[config.mk]
export PLATFORM = sky130hd
export DESIGN_NAME = mul_share_arbiter
export DESIGN_NICKNAME = d
export VERILOG_FILES = /design/src/rtl/mul_share_pkg.sv /design/src/rtl/mul_share_rr_arbiter.sv /design/src/rtl/mul_share_arbiter.sv
export SDC_FILE = /design/constraint.sdc
export NUM_CORES = 1
export LEC_CHECK = 0
export ABC_AREA = 1
export BUFFER_PORTS_ARGS = -buffer_cell sky130_fd_sc_hd__buf_2
export CAP_MARGIN = 0
export CORE_MARGIN = 2
export CORE_UTILIZATION = 42
export DETAILED_ROUTE_END_ITERATION = 8
export PLACE_DENSITY_LB_ADDON = 0.08
export SYNTH_ARGS = -nofsm -noshare
export SYNTH_HDL_FRONTEND = slang
export SYNTH_HIERARCHICAL = 1
export SYNTH_SLANG_ARGS = --single-unit
[constraint.sdc]
create_clock -name clk -period 10.05 [get_ports clk]
set_input_delay 1.5075 -clock clk [delete_from_list [all_inputs] [get_ports clk]]
set_output_delay 1.5075 -clock clk [all_outputs]
set_load 0.02 [all_outputs]
[src/rtl/mul_share_pkg.sv]
// Shared widths, payload type and round-robin pick helper for the multiplier share block.
// Latency: none (types and a combinational function only).
// Backpressure: not applicable.
package mul_share_pkg;

  localparam int N_DEF       = 8;
  localparam int NUM_REQ_DEF = 4;
  localparam int ID_W_DEF    = $clog2(NUM_REQ_DEF);

  // Upper bounds the pick helper is written for (NUM_REQ up to 16).
  localparam int MAX_REQ  = 16;
  localparam int MAX_ID_W = 4;

  typedef struct packed {
    logic                found;
    logic [MAX_ID_W-1:0] idx;
  } rr_pick_t;

  // Stage-1 payload. Field widths follow the package defaults; the top's
  // operand width and requester count are expected to match them.
  typedef struct packed {
    logic [N_DEF-1:0]    a;
    logic [N_DEF-1:0]    b;
    logic                signed_mul;
    logic [ID_W_DEF-1:0] id;
  } s1_payload_t;

  // First valid index scanning upward from last+1, wrapping at num_req.
  function automatic rr_pick_t rr_pick(input logic [MAX_REQ-1:0]  valid,
                                       input logic [MAX_ID_W-1:0] last,
                                       input int unsigned         num_req);
    localparam int CW = MAX_ID_W + 1;
    rr_pick_t       r;
    logic [CW-1:0]  cand;
    r = '0;
    for (int unsigned k = 1; k <= MAX_REQ; k++) begin
      cand = {1'b0, last} + CW'(k);
      if (cand >= CW'(num_req)) begin
        cand = cand - CW'(num_req);
      end
      if ((k <= num_req) && !r.found && valid[cand[MAX_ID_W-1:0]]) begin
        r.found = 1'b1;
        r.idx   = cand[MAX_ID_W-1:0];
      end
    end
    return r;
  endfunction

endpackage

[src/rtl/mul_share_rr_arbiter.sv]
// Round-robin grant over the requesters; owns the last-grant pointer.
// Latency: grant is combinational; the pointer updates on the edge that accepts.
// Backpressure: accept_en low forces an all-zero grant and freezes the pointer.
module mul_share_rr_arbiter
  import mul_share_pkg::*;
#(
  parameter int NUM_REQ = NUM_REQ_DEF,
  parameter int ID_W    = $clog2(NUM_REQ)
) (
  input  logic               clk,
  input  logic               rst_n,
  input  logic [NUM_REQ-1:0] req_valid,
  input  logic               accept_en,
  output logic [ID_W-1:0]    grant_idx,
  output logic [NUM_REQ-1:0] grant_oh
);

  logic [ID_W-1:0] last_grant;
  rr_pick_t        pick;

  // Pick the next valid requester after the last one served; gate by accept_en.
  always_comb begin
    pick      = rr_pick(MAX_REQ'(req_valid), MAX_ID_W'(last_grant), NUM_REQ);
    grant_idx = pick.idx[ID_W-1:0];
    grant_oh  = '0;
    for (int i = 0; i < NUM_REQ; i++) begin
      grant_oh[i] = accept_en & pick.found & req_valid[i] & (pick.idx == MAX_ID_W'(i));
    end
  end

  // Move the pointer only when a request actually transfers.
  always_ff @(posedge clk or negedge rst_n) begin
    if (!rst_n) begin
      last_grant <= ID_W'(NUM_REQ - 1);
    end else if (|grant_oh) begin
      last_grant <= grant_idx;
    end
  end

endmodule

[src/rtl/mul_share_arbiter.sv]
// Shares one 2-stage signed/unsigned multiplier among NUM_REQ requesters, results tagged by id.
// Latency: 2 cycles from accept edge to res_valid; 1 op/cycle sustained.
// Backpressure: res_ready low stalls S2 then S1; req_ready drops only while S1 cannot move.
module mul_share_arbiter
  import mul_share_pkg::*;
#(
  parameter int n       = N_DEF,
  parameter int NUM_REQ = NUM_REQ_DEF,
  parameter int ID_W    = $clog2(NUM_REQ)
) (
  input  logic                 clk,
  input  logic                 rst_n,
  input  logic [NUM_REQ-1:0]   req_valid,
  output logic [NUM_REQ-1:0]   req_ready,
  input  logic [NUM_REQ*n-1:0] req_a,
  input  logic [NUM_REQ*n-1:0] req_b,
  input  logic [NUM_REQ-1:0]   req_signed,
  output logic                 res_valid,
  input  logic                 res_ready,
  output logic [2*n-1:0]       res,
  output logic [ID_W-1:0]      res_id
);

  logic            s1_valid;
  s1_payload_t     s1;
  s1_payload_t     s1_next;
  logic            s2_valid;
  logic [2*n-1:0]  s2_res;
  logic [ID_W-1:0] s2_id;

  logic            advance;
  logic            s1_free;
  logic            accept_en;
  logic            take;
  logic [ID_W-1:0] grant_idx;
  logic [2*n-1:0]  a_ext;
  logic [2*n-1:0]  b_ext;
  logic [2*n-1:0]  prod;

  // Stage handshake; reset also holds off grants so req_ready reads 0 in reset.
  always_comb begin
    advance   = !s2_valid | res_ready;
    s1_free   = !s1_valid | advance;
    accept_en = s1_free & rst_n;
    take      = |req_ready;
  end

  mul_share_rr_arbiter #(
    .NUM_REQ (NUM_REQ),
    .ID_W    (ID_W)
  ) u_rr (
    .clk       (clk),
    .rst_n     (rst_n),
    .req_valid (req_valid),
    .accept_en (accept_en),
    .grant_idx (grant_idx),
    .grant_oh  (req_ready)
  );

  // Steer the granted requester's operands and mode into the S1 payload.
  always_comb begin
    s1_next            = '0;
    s1_next.a          = req_a[grant_idx*n +: n];
    s1_next.b          = req_b[grant_idx*n +: n];
    s1_next.signed_mul = req_signed[grant_idx];
    s1_next.id         = grant_idx;
  end

  // Extend operands to the full product width (sign or zero) so the low 2n bits are exact.
  always_comb begin
    a_ext = {{n{s1.signed_mul & s1.a[n-1]}}, s1.a};
    b_ext = {{n{s1.signed_mul & s1.b[n-1]}}, s1.b};
    prod  = a_ext * b_ext;
  end

  // S1: capture a newly accepted request whenever the stage can give up its contents.
  always_ff @(posedge clk or negedge rst_n) begin
    if (!rst_n) begin
      s1_valid <= 1'b0;
      s1       <= '0;
    end else if (s1_free) begin
      s1_valid <= take;
      if (take) begin
        s1 <= s1_next;
      end
    end
  end

  // S2: register the product; holds while the consumer is stalling.
  always_ff @(posedge clk or negedge rst_n) begin
    if (!rst_n) begin
      s2_valid <= 1'b0;
      s2_res   <= '0;
      s2_id    <= '0;
    end else if (advance) begin
      s2_valid <= s1_valid;
      if (s1_valid) begin
        s2_res <= prod;
        s2_id  <= s1.id;
      end
    end
  end

  assign res_valid = s2_valid;
  assign res       = s2_res;
  assign res_id    = s2_id;

endmodule

Word-level counts from Yosys, hierarchy flattened
Cells that the tools add are included.
Widths: inputs -> output; s select.
- add/sub/neg operators: 8
- $mul: 1
- divide/modulo/power cells: 0
- magnitude comparators: 9
- equality and inequality tests: 3
- shift operators: 2
- mux-type cells: 18
- bitwise gates (word level): 14
- reduce and logical (&&, ||, !) cells: 12
- operator list (cell ; count):
    $shiftx 32x6->8 ; 2
    $ge 5x3->1 const B ; 4
    $lt 4x5->1 const B ; 4
    $mux 5 ; 4
    $bmux 1 s4 ; 4
    $mul 9x9->16 ; 1
    $mux 4 ; 4
    $sub 4x3->4 const B ; 4
    $and 1x1->1 ; 12
    $eq 4x2->1 const B ; 2
    $add 2x2->3 const B ; 2
    $logic_not 1->1 ; 5
    $mux 1 ; 5
    $add 2x3->4 const B ; 1
    $eq 4x1->1 const B ; 1
    $logic_not 4->1 ; 1
    $reduce_and 2->1 ; 2
    $reduce_or 4->1 ; 1
    $add 2x1->3 const B ; 1
    $logic_and 1x1->1 ; 3
    $lt 2x3->1 const B ; 1
    $bmux 1 s2 ; 1
    $or 1x1->1 ; 2
- register bits: 41
- latch bits: 0
- bits in writable memories: 0
- memory bits (read-only): 0
- input bits: 75
- output and inout bits: 23
- logic and storage cells: 76
- memories: 0

Depth between registers and ports, before layout
Gate-level depths: netlist of run 1.
- depth in word-level cells: 20
- depth in mapped cells: 24
- mapped depth without buffers: 23

Hierarchy
The synthesis of run 1 kept the hierarchy.
- by module, submodules not included (module ; times used ; cells each ; area each (µm²)):
    mul_share_arbiter ; 1 ; 651 ; 4888.4
    mul_share_rr_arbiter ; 1 ; 78 ; 451.7

Worst setup path before layout of run 1
Ideal clock, no wire load.
- path kind: reg2reg
- start: register s1 (netlist bit b_ext[0])
- end: register s2_res[13], in the netlist res[13]
- library setup time: 0.066 ns
- arrival: 4.676 ns
- path slack: 5.308 ns
- cell stages (with the launch flop): 21
- path buffers: 1
- period minus slack after synthesis: 4.742 ns
- path through: dfrtp_1 -> clkbuf_1 -> inv_1 -> nor2_1 -> inv_1 -> fa_1 -> inv_1 -> fa_1 -> fa_1 -> fa_1 -> inv_1 -> fa_1 -> inv_1 -> ha_1 -> nand2_1 -> nor3_1 -> nor2_1 -> o21ai_0 -> nor2_1 -> nand3b_1 -> nand2_1
- cells in the longest elaborated chain, start to end: 1
- ends and longest elaborated chain (what ; RTL line ; source):
    from (decl) ; mul_share_arbiter.sv:25 ; s1_payload_t s1;
    from (signal assigned) ; mul_share_arbiter.sv:84 ; s1 <= s1_next;
    $mul 9x9->16 ; mul_share_arbiter.sv:73 ; prod = a_ext * b_ext;
    to (signal assigned) ; mul_share_arbiter.sv:98 ; s2_res <= prod;
    to (decl) ; mul_share_arbiter.sv:28 ; logic [2*n-1:0] s2_res;
Every way passes these cells.
A chain may end at the register's enable or synchronous reset.

Worst setup path after layout of run 1
- start: register s1 (netlist bit a_ext[7])
- end: register s2_res[13], in the netlist res[13]
- cells in the longest elaborated chain, start to end: 2
- ends and longest elaborated chain (what ; RTL line ; source):
    $and 1x1->1 ; mul_share_arbiter.sv:71 ; a_ext = {{n{s1.signed_mul & s1.a[n-1]}}, s1.a};
    $mul 9x9->16 * ; mul_share_arbiter.sv:73 ;
Mark *: on every way between the ends. The rest lies on a longest branch, timed or not.

==> results of run 1 <==
metrics by stage:
step	std cells	hold WS [ns]	utilization, %
2_1_floorplan	729	0.442	-
3_3_place_gp	969	0.461	47.2
3_5_place_dp	969	0.461	47.2
4_1_cts	977	0.476	48.4
5_1_grt	977	0.499	48.4
6_report	977	0.475	48.4
final cells by class:
class / instances / area, um^2
Fill cell: 1289 / 6460
Sequential cell: 41 / 1030
Inverter: 148 / 559
Clock buffer: 7 / 143
Tap cell: 172 / 215
Clock inverter: 1 / 7.51
Multi-Input combinational cell: 509 / 3610
Timing Repair Buffer: 99 / 500
state kept, by name, summed over array words and instances, names as in the netlist:
register         cells
res                 16
a_ext                8
b_ext                8
s1                   3
res_id               2
u_rr/last_grant      2
res_valid            1
s1_valid             1
kinds of logic (layout without fill, tap and decap cells):
group	count (synthesis)	after routing	synth area share, %
adder cells (fa/ha/maj)	101	101	32.5
AND/OR/NAND/NOR	314	314	24.3
flip-flops	41	41	19.3
XOR/XNOR	7	7	1.15
buffers and inverters	179	255	13.2
AO/OA/AOI/OAI	87	87	9.58
worst max-delay path, delay by kind of cell (launching register included):
family,cells,cell delay [ns]
simple gates,8,1.14
compound gates,1,0.22
flops,1,0.55
buf+inv,4,0.25
fa+ha+maj,6,2.90
synthesized netlist by cell type (2+ instances only):
cell	count	share of area, %
o21ai_0	45	4.2
nand3_2	4	0.75
dfstp_2	2	0.98
a31oi_1	3	0.35
buf_2	5	0.47
buf_4	2	0.28
xnor2_1	5	0.82
nand3_1	20	1.9
buf_6	2	0.42
o21ai_2	9	1.5
dfrtp_1	39	18
fa_1	63	24
nor2_1	63	4.4
nand4_1	7	0.82
nand2_2	8	0.94
a21oi_2	2	0.33
o22ai_1	17	2.0
inv_1	144	10
o21bai_1	3	0.42
ha_1	38	8.9
clkbuf_1	21	1.5
a21oi_1	6	0.56
nand2_1	204	14
xor2_1	2	0.33
or2_2	4	0.47
per-layer routing:
layer	global-route usage [%]	vias to the layer above	routed length (um)	share of wire (%)
li1	-	2356	-	-
met1	26.4	2191	5810	46
met2	34.6	168	6090	48
met3	2.13	15	623	4.9
met4	6.12	0	213	1.7
met5	0	-	0	0
how the worst max path moves through the flow:
stage | from | end | slack, ns | cells after the start
CTS | a_ext[7]$_DFFE_PN0P_ | res[13]$_DFFE_PN0P_ | 4.94 | 19
global placement | a_ext[7]$_DFFE_PN0P_ | res[13]$_DFFE_PN0P_ | 5.07 | 19
floorplan | b_ext[0]$_DFFE_PN0P_ | res[13]$_DFFE_PN0P_ | 5.31 | 20
finish | a_ext[7]$_DFFE_PN0P_ | res[13]$_DFFE_PN0P_ | 4.93 | 19
global route | a_ext[7]$_DFFE_PN0P_ | res[15]$_DFFE_PN0P_ | 4.54 | 22
detailed placement | a_ext[7]$_DFFE_PN0P_ | res[13]$_DFFE_PN0P_ | 4.97 | 19
cell usage in the layout (no fill, tap or decap), types with 2 or more instances in the layout:
cell type and instances:
xor2_1 2, nand2_2 8, fa_1 63, a31oi_1 3, nand3_1 20, xnor2_1 5, dfrtp_1 39, nand2_1 204
ha_1 38, o21ai_0 45, buf_2 97, nand4_1 7, a21oi_1 6, dfstp_2 2, o21bai_1 3, nand3_2 4
a21oi_2 2, inv_1 144, o22ai_1 17, clkbuf_16 5, o21ai_2 9, or2_2 4, nor2_1 63, buf_4 2
==> flow_metrics.env, run 1 <==
export IMPL_post_cts_resize_count=0
export IMPL_r2r_worst_path_cells=19
export IMPL_timing_max_transition_violations_final=0
export IMPL_nets=980
export IMPL_ant_nets=0
export IMPL_worst_endpoint_arrival_ns=5.36
export IMPL_area_growth_syn_to_layout_pct=13.5
export IMPL_tns_ns=0
export IMPL_yosys_warnings=6
export IMPL_congestion_overflow_gr=0
export IMPL_final_cell_area_um2=6060
export IMPL_dr_total_vias=4730
export IMPL_status="complete, no violations"
export IMPL_critical_path_max_stage_delay_ns=0.55
export IMPL_r2r_end="res[13]$_DFFE_PN0P_"
export IMPL_setup_viol=0
export IMPL_fmax_mhz=195
export IMPL_initial_antenna_violation_count=0
export IMPL_min_delay_path_class="flop to flop"
export IMPL_count_of_unique_library_cells_instantiated_by_yosys=36
export IMPL_post_synth_inst_count=729
export IMPL_r2r_setup_slack_ns=4.93
export IMPL_drt_pre_antenna_iters=6
export IMPL_grt_use_total_pct=20.0
export IMPL_design_core_area_um2=12500
export IMPL_shortest_period_the_worst_path_allows_ns=5.12
export IMPL_ys_seq_area_share_pct=19.3
export IMPL_final_layout_size_suffix_gt1_share_pct=17.4
export IMPL_clock_pin_slew_on_the_worst_setup_and_hold_paths_ns=0.07
export IMPL_htree_levels=2
export IMPL_syn_cell_area_um2=5340
export IMPL_min_delay_worst_endpoint="res_id[1]$_DFFE_PN0P_"
export IMPL_post_cts_hold_buffer_count=0
export IMPL_dieArea_um2=13600
export IMPL_place_worst_setup_slack_ns=4.97
export IMPL_asyncSetResetFlopFracSynth_pct=100
export IMPL_critPathMaxFanout=11
export IMPL_hold_depth=2
export IMPL_hold_path_startpoint="s1[1]$_DFFE_PN0P_"
export IMPL_detail_routed_net_length_per_standard_cell_um=13.0
export IMPL_grt_first_pass_wirelength_um=21400
export IMPL_tritoncts_num_sinks=41
export IMPL_dieWidth_um=117
export IMPL_final_setup_worst_slack_ns=4.93
export IMPL_routed_via_density=4.84
export IMPL_critPathCaptureType="flop"
export IMPL_synth_edff_count=0
export IMPL_cts_inserted_buffers=5
export IMPL_critPathRequiredTime_ns=10.29
export IMPL_master_cell_of_the_clock_root_buffer="clkbuf_16"
export IMPL_post_cts_setup_buffers=0
export IMPL_num_io_pins=98
export IMPL_timing_worst_slew_pin_value_ns=0.893
export IMPL_path_common_cell="fa_1"
export IMPL_diode_insertion_count_for_antenna_repair=0
export IMPL_detailedPlacementHpwl_um=10400
export IMPL_regToRegStartpoint="a_ext[7]$_DFFE_PN0P_"
export IMPL_setup_repair_after_global_routing_missed_its_margin="false"
export IMPL_grt_start_max_net_pins=43
export IMPL_min_period_over_period_pct=50.9
export IMPL_ys_ff_latch=41
export IMPL_first_global_vias=4644
export IMPL_drt_wl_total_um=12700
export IMPL_slew_limit_headroom_pct=40.4
export IMPL_finalClockSkew_ns=0.0141
export IMPL_clock_latency_ns=0.30
export IMPL_synthFlopType="dfrtp_1"
export IMPL_critical_path_class="flop to flop"
export IMPL_height_of_the_die_um=117
export IMPL_rows=41
export IMPL_worst_path_cell_trace="nand2_1 > nor2_1 > inv_1 > fa_1 > inv_1 > fa_1 > fa_1 > fa_1 > inv_1 > fa_1 > inv_1 > ha_1 > nand2_1 > nor3_1 > nor2_1 > o21ai_0 > nor2_1 > nand3b_1 > nand2_1"
export IMPL_max_cap_violations=0
export IMPL_drcViolationCount=0
export IMPL_clock_path_buffers=2
export IMPL_post_dp_cell_area_um2=5910
export IMPL_final_hold_violation_count=0
export IMPL_floorplan_initialDensity_pct=42.7
export IMPL_syn_nets=905
export IMPL_count_of_buffers_from_port_buffering=97
export IMPL_postSynthAreaPerCell_um2=7.33
export IMPL_tritoncts="yes"
export IMPL_worst_setup_path_start_kind="flop"
export IMPL_place_congestion=0.903
export IMPL_detail_route_iter0_violations=254
export IMPL_cp_slowest_cell="dfrtp_1"
Power of run 1 is left out: the tool's default activity adds up to more than one toggle a clock period on the data nets, which glitch-free logic cannot reach.
==> run 2: changes to the inputs <==
Clock period 10.05 ns to 4.29 ns, I/O delays scaled along.
==> run 2 against run 1 <==
Against the previous run: register-to-register slack got worse by 5.1 ns; the run now ends with setup timing left; non-clock buffer count rose by 66; critical path type unchanged; setup slack got worse by 5.1 ns; clock-buffer cell count did not move; worst hold slack got worse by 0.011 ns; clock skew fell by 0.0087 ns; highest routed layer unchanged; sequential share of layout area fell by 1.8 points; via count rose by 5.2%.
==> flow_metrics.env, run 2 (synthesis gave the netlist of run 1 again) <==
export IMPL_status="complete, but fails checks"
export IMPL_failed_checks="setup timing"
export IMPL_post_cts_hold_buffer_count=0
export IMPL_area_growth_syn_to_layout_pct=28.0
export IMPL_rows=41
export IMPL_tns_ns=-0.757
export IMPL_place_congestion=0.906
export IMPL_r2r_worst_path_cells=21
export IMPL_ant_nets=0
export IMPL_dr_total_vias=4978
export IMPL_min_delay_path_class="input pin to asynchronous set/reset pin"
export IMPL_final_fill_count=1231
export IMPL_cp_slowest_cell="fa_1"
export IMPL_worst_path_cell_trace="nand2_4 > or2_4 > fa_1 > fa_1 > inv_1 > fa_1 > fa_1 > inv_1 > fa_1 > inv_2 > ha_4 > nand2_1 > nand2_1 > nand2_1 > nand2_2 > nand2_1 > nand3_1 > nor2_2 > nand3_1 > nand3_1 > nand2_1"
export IMPL_critical_path_n_buffers_inverters=3
export IMPL_tritoncts_num_sinks=41
export IMPL_critPathRequiredTime_ns=4.47
export IMPL_detailedPlacementHpwl_um=11200
export IMPL_timing_worst_slew_pin_value_ns=0.878
export IMPL_worst_path_dominant_cell_family="adder cells"
export IMPL_timing_critical_path_depth=21
export IMPL_worst_setup_path_start_kind="flop"
export IMPL_drcViolationCount=0
export IMPL_post_dp_cell_area_um2=6410
export IMPL_shortest_period_the_worst_path_allows_ns=4.45
export IMPL_drt_pre_antenna_iters=5
export IMPL_num_io_pins=98
export IMPL_tritoncts="yes"
export IMPL_grt_start_max_net_pins=42
export IMPL_min_period_over_period_pct=104
export IMPL_critical_path_max_stage_delay_ns=0.51
export IMPL_first_global_vias=4991
export IMPL_detail_routed_net_length_per_standard_cell_um=13.0
export IMPL_dieWidth_um=117
export IMPL_mostFrequentLayoutCells="nand2_1 (197), inv_1 (138), buf_2 (97)"
export IMPL_grt_use_total_pct=21.1
export IMPL_final_layout_size_suffix_gt1_share_pct=29.5
export IMPL_critPathMaxFanout=6
export IMPL_diode_insertion_count_for_antenna_repair=0
export IMPL_dieArea_um2=13600
export IMPL_nets=1046
export IMPL_cts_inserted_buffers=5
export IMPL_regToRegStartpoint="s1[2]$_DFFE_PN0P_"
export IMPL_grt_first_pass_wirelength_um=22800
export IMPL_post_route_util_pct=54.6
export IMPL_worst_endpoint_arrival_ns=4.63
export IMPL_final_cell_area_um2=6830
export IMPL_slew_limit_headroom_pct=41.4
export IMPL_clock_pin_slew_on_the_worst_setup_and_hold_paths_ns=0.06
export IMPL_finalClockSkew_ns=0.00542
export IMPL_flip_flop_count_of_the_largest_register_all_copies_and_words_added=16
export IMPL_master_cell_of_the_clock_root_buffer="clkbuf_16"
export IMPL_clock_path_buffers=2
export IMPL_routed_via_density=4.77
export IMPL_design_core_area_um2=12500
export IMPL_congestion_overflow_gr=0
export IMPL_setup_viol=7
export IMPL_critPathCaptureType="flop"
export IMPL_timing_max_transition_violations_final=0
export IMPL_startpoint="s1[2]$_DFFE_PN0P_"
export IMPL_setup_repair_after_global_routing_missed_its_margin="true"
export IMPL_drt_wl_total_um=13600
export IMPL_clock_latency_ns=0.29
export IMPL_detail_route_iter0_violations=219
export IMPL_height_of_the_die_um=117
export IMPL_max_cap_violations=0
export IMPL_final_hold_violation_count=0
export IMPL_fmax_mhz=225
export IMPL_critical_path_class="flop to flop"
export IMPL_floorplan_initialDensity_pct=42.7
export IMPL_count_of_buffers_from_port_buffering=97
export IMPL_final_setup_worst_slack_ns=-0.163
export IMPL_initial_antenna_violation_count=0
export IMPL_htree_levels=2
export IMPL_commonest_non_fill_non_tap_cell_in_the_layout="nand2_1"
run 2: changes by cell type in the layout (fill, tap and decap cells not counted), moves of 6 or more:
cell     delta
inv_1       -6
ha_1       -10
nand2_1     -7
dfrtp_2     +7
dfrtp_1     -7
inv_2       +6
nor2_2      +6
ha_4       +10
nor2_1      -8
buf_4      +62
run 2: area by class of cell:
| cell class | instances | area, um^2 | share of cell area [%] |
|---|---|---|---|
| repair buffers | 165 | 1010 | 14.8 |
| well taps | 172 | 215 | 3.15 |
| multi-input cells | 509 | 3870 | 56.6 |
| clock inverters | 1 | 8.76 | 0.128 |
| flip-flops and latches | 41 | 1040 | 15.2 |
| clock buffers | 7 | 133 | 1.94 |
| inverters | 148 | 559 | 8.18 |
run 2: what timing repair did:
action / in CTS / in global routing
pin swaps: 9 / 15
resized for setup: 16 / 37
endpoints found under the setup margin: 7 / 8
setup buffers: 4 / 3
run 2: worst paths after layout:
path / end / slack, ns
hold / removal: res[4]$_DFFE_PN0P_ / 0.46
min in group clk: res_id[1]$_DFFE_PN0P_ / 0.48
setup reg to reg: res[15]$_DFFE_PN0P_ / -0.16
hold reg to reg: res_id[1]$_DFFE_PN0P_ / 0.48
max in group asynchronous: a_ext[5]$_DFFE_PN0P_ / 3.43
setup / recovery: res[15]$_DFFE_PN0P_ / -0.16
run 2: routing by layer:
layer	wire length, um	track usage, %
met1	6110	27.0
met2	6660	37.4
met4	244	6.04
met3	583	2.80
met5	0	0
run 2: metrics by stage:
step	hold WS, ns	instances	worst slack (ns)
4_1_cts	0.482	1040	-0.157
5_1_grt	0.515	1043	-0.353
6_report	0.463	1043	-0.163
2_1_floorplan	0.348	729	0.00130
3_3_place_gp	0.458	1028	-0.161
3_5_place_dp	0.461	1028	-0.231
Power of run 2 is left out for the same reason.
==> run 3: changes to the inputs <==
Settings changed: CORE_ASPECT_RATIO from default to 1.25, SETUP_SLACK_MARGIN from default to 0.5.
==> run 3 against run 2 <==
Against the previous run: the flow still finishes with violations (setup timing); highest routed layer unchanged; sequential share of layout area decreased by 0.15 points; critical path type unchanged; via count is 2.0% lower; cell area is 1.0% higher.
==> flow_metrics.env, run 3 (synthesis gave the netlist of run 1 again) <==
export IMPL_grt_first_pass_wirelength_um=23200
export IMPL_shortest_period_the_worst_path_allows_ns=4.43
export IMPL_detail_route_iter0_violations=164
export IMPL_critPathMaxFanout=8
export IMPL_critPathCaptureType="flop"
export IMPL_worst_setup_path_start_kind="flop"
export IMPL_initial_antenna_violation_count=0
export IMPL_final_setup_worst_slack_ns=-0.139
export IMPL_clock_path_buffers=2
export IMPL_finalClockSkew_ns=0.00413
export IMPL_area_growth_syn_to_layout_pct=29.3
export IMPL_count_of_buffers_from_port_buffering=97
export IMPL_dr_total_vias=4878
export IMPL_max_cap_violations=0
export IMPL_htree_levels=2
export IMPL_fmax_mhz=226
export IMPL_critPathRequiredTime_ns=4.50
export IMPL_worst_path_dominant_cell_family="adder cells"
export IMPL_detail_routed_net_length_per_standard_cell_um=12.9
export IMPL_tritoncts="yes"
export IMPL_tritoncts_num_sinks=41
export IMPL_drt_pre_antenna_iters=7
export IMPL_min_period_over_period_pct=103
export IMPL_commonest_non_fill_non_tap_cell_in_the_layout="nand2_1"
export IMPL_congestion_overflow_gr=0
export IMPL_worst_endpoint_arrival_ns=4.64
export IMPL_dieArea_um2=13600
export IMPL_clock_latency_ns=0.29
export IMPL_height_of_the_die_um=130
export IMPL_first_global_vias=5097
export IMPL_final_hold_violation_count=0
export IMPL_startpoint="a_ext[7]$_DFFE_PN0P_"
export IMPL_critical_path_max_stage_delay_ns=0.51
export IMPL_place_congestion=0.879
export IMPL_flip_flop_count_of_the_largest_register_all_copies_and_words_added=16
export IMPL_dieWidth_um=105
export IMPL_cp_slowest_cell="fa_1"
export IMPL_worst_path_cell_trace="nand2_8 > nor2_4 > inv_2 > fa_1 > inv_2 > fa_1 > fa_1 > fa_1 > inv_1 > fa_1 > inv_2 > ha_4 > buf_4 > nand2_4 > inv_2 > a21oi_1 > or2_4 > a31oi_1"
export IMPL_post_dp_cell_area_um2=6410
export IMPL_grt_use_total_pct=21.1
export IMPL_timing_max_transition_violations_final=0
export IMPL_mostFrequentLayoutCells="nand2_1 (192), inv_1 (135), buf_2 (97)"
export IMPL_slew_limit_headroom_pct=41.0
export IMPL_critical_path_class="flop to flop"
export IMPL_nets=1049
export IMPL_r2r_end="res[10]$_DFFE_PN0P_"
export IMPL_ant_nets=0
export IMPL_timing_worst_slew_pin_value_ns=0.884
export IMPL_diode_insertion_count_for_antenna_repair=0
export IMPL_rows=46
export IMPL_critical_path_n_buffers_inverters=6
export IMPL_setup_repair_after_global_routing_missed_its_margin="true"
export IMPL_drcViolationCount=0
export IMPL_setup_viol=7
export IMPL_routed_via_density=4.68
export IMPL_cts_inserted_buffers=5
export IMPL_detailedPlacementHpwl_um=11300
export IMPL_final_cell_area_um2=6900
export IMPL_r2r_setup_slack_ns=-0.14
export IMPL_drt_wl_total_um=13400
export IMPL_design_core_area_um2=12500
export IMPL_grt_start_max_net_pins=42
export IMPL_master_cell_of_the_clock_root_buffer="clkbuf_16"
export IMPL_r2r_worst_path_cells=18
export IMPL_failed_checks="setup timing"
export IMPL_num_io_pins=98
export IMPL_status="complete, but fails checks"
export IMPL_regToRegStartpoint="a_ext[7]$_DFFE_PN0P_"
export IMPL_min_delay_path_class="input pin to asynchronous set/reset pin"
export IMPL_final_cell_count_no_fill=1042
export IMPL_floorplan_initialDensity_pct=42.6
export IMPL_placed_cells=1020
export IMPL_clock_pin_slew_on_the_worst_setup_and_hold_paths_ns=0.06
export IMPL_final_layout_size_suffix_gt1_share_pct=30.5
export IMPL_path_common_cell="fa_1"
==> run 3: cell types whose count changed in the layout (fill, tap and decap cells not counted), sizes merged <==
cell / previous run / this run
bufinv: 0 / 1
clkinv: 3 / 2
buf: 165 / 168
==> run 3: final cells by class <==
| cell class | count | area, um^2 |
|---|---|---|
| clock buffer | 7 | 143 |
| clock inverter | 1 | 30.0 |
| fill | 1272 | 5640 |
| inverter | 148 | 559 |
| multi-input combinational | 509 | 3870 |
| sequential | 41 | 1040 |
| tap | 168 | 210 |
| timing repair buffer | 168 | 1050 |
==> run 3: metrics by stage <==
step | hold slack (ns) | TNS, ns | util (%) | worst slack (ns)
floorplan | 0.348 | 0 | - | 0.00137
global placement | 0.458 | -0.846 | 51.1 | -0.185
detailed placement | 0.465 | -1.28 | 51.1 | -0.275
CTS | 0.480 | -0.559 | 53.4 | -0.143
global route | 0.497 | -2.08 | 55.0 | -0.350
finish | 0.475 | -0.680 | 55.0 | -0.139
==> run 3: worst max-delay path by stage <==
stage	to	slack, ns	cells past startpoint
final	res[10]$_DFFE_PN0P_	-0.14	18
after global routing	res[15]$_DFFE_PN0P_	-0.35	20
after floorplan	res[13]$_DFFE_PN0P_	0.001	22
after CTS	res[15]$_DFFE_PN0P_	-0.14	22
after global placement	res[15]$_DFFE_PN0P_	-0.18	22
after detailed placement	res[13]$_DFFE_PN0P_	-0.27	21
==> run 3: routing by layer <==
metal	vias to the layer above	GRT usage, %	routed length, um
met1	2213	25.1	5640
li1	2494	-	-
met4	0	8.63	490
met2	149	39.0	6790
met3	22	2.15	525
met5	-	0	0
==> run 3: timing repair <==
item / in CTS / in global routing
setup buffers: 4 / 10
pin swaps: 8 / 12
resized for setup: 24 / 37
hold buffers: 0 / 0
setup endpoints to repair: 10 / 10
gates cloned: 0 / 0
Power of run 3 is left out for the same reason.
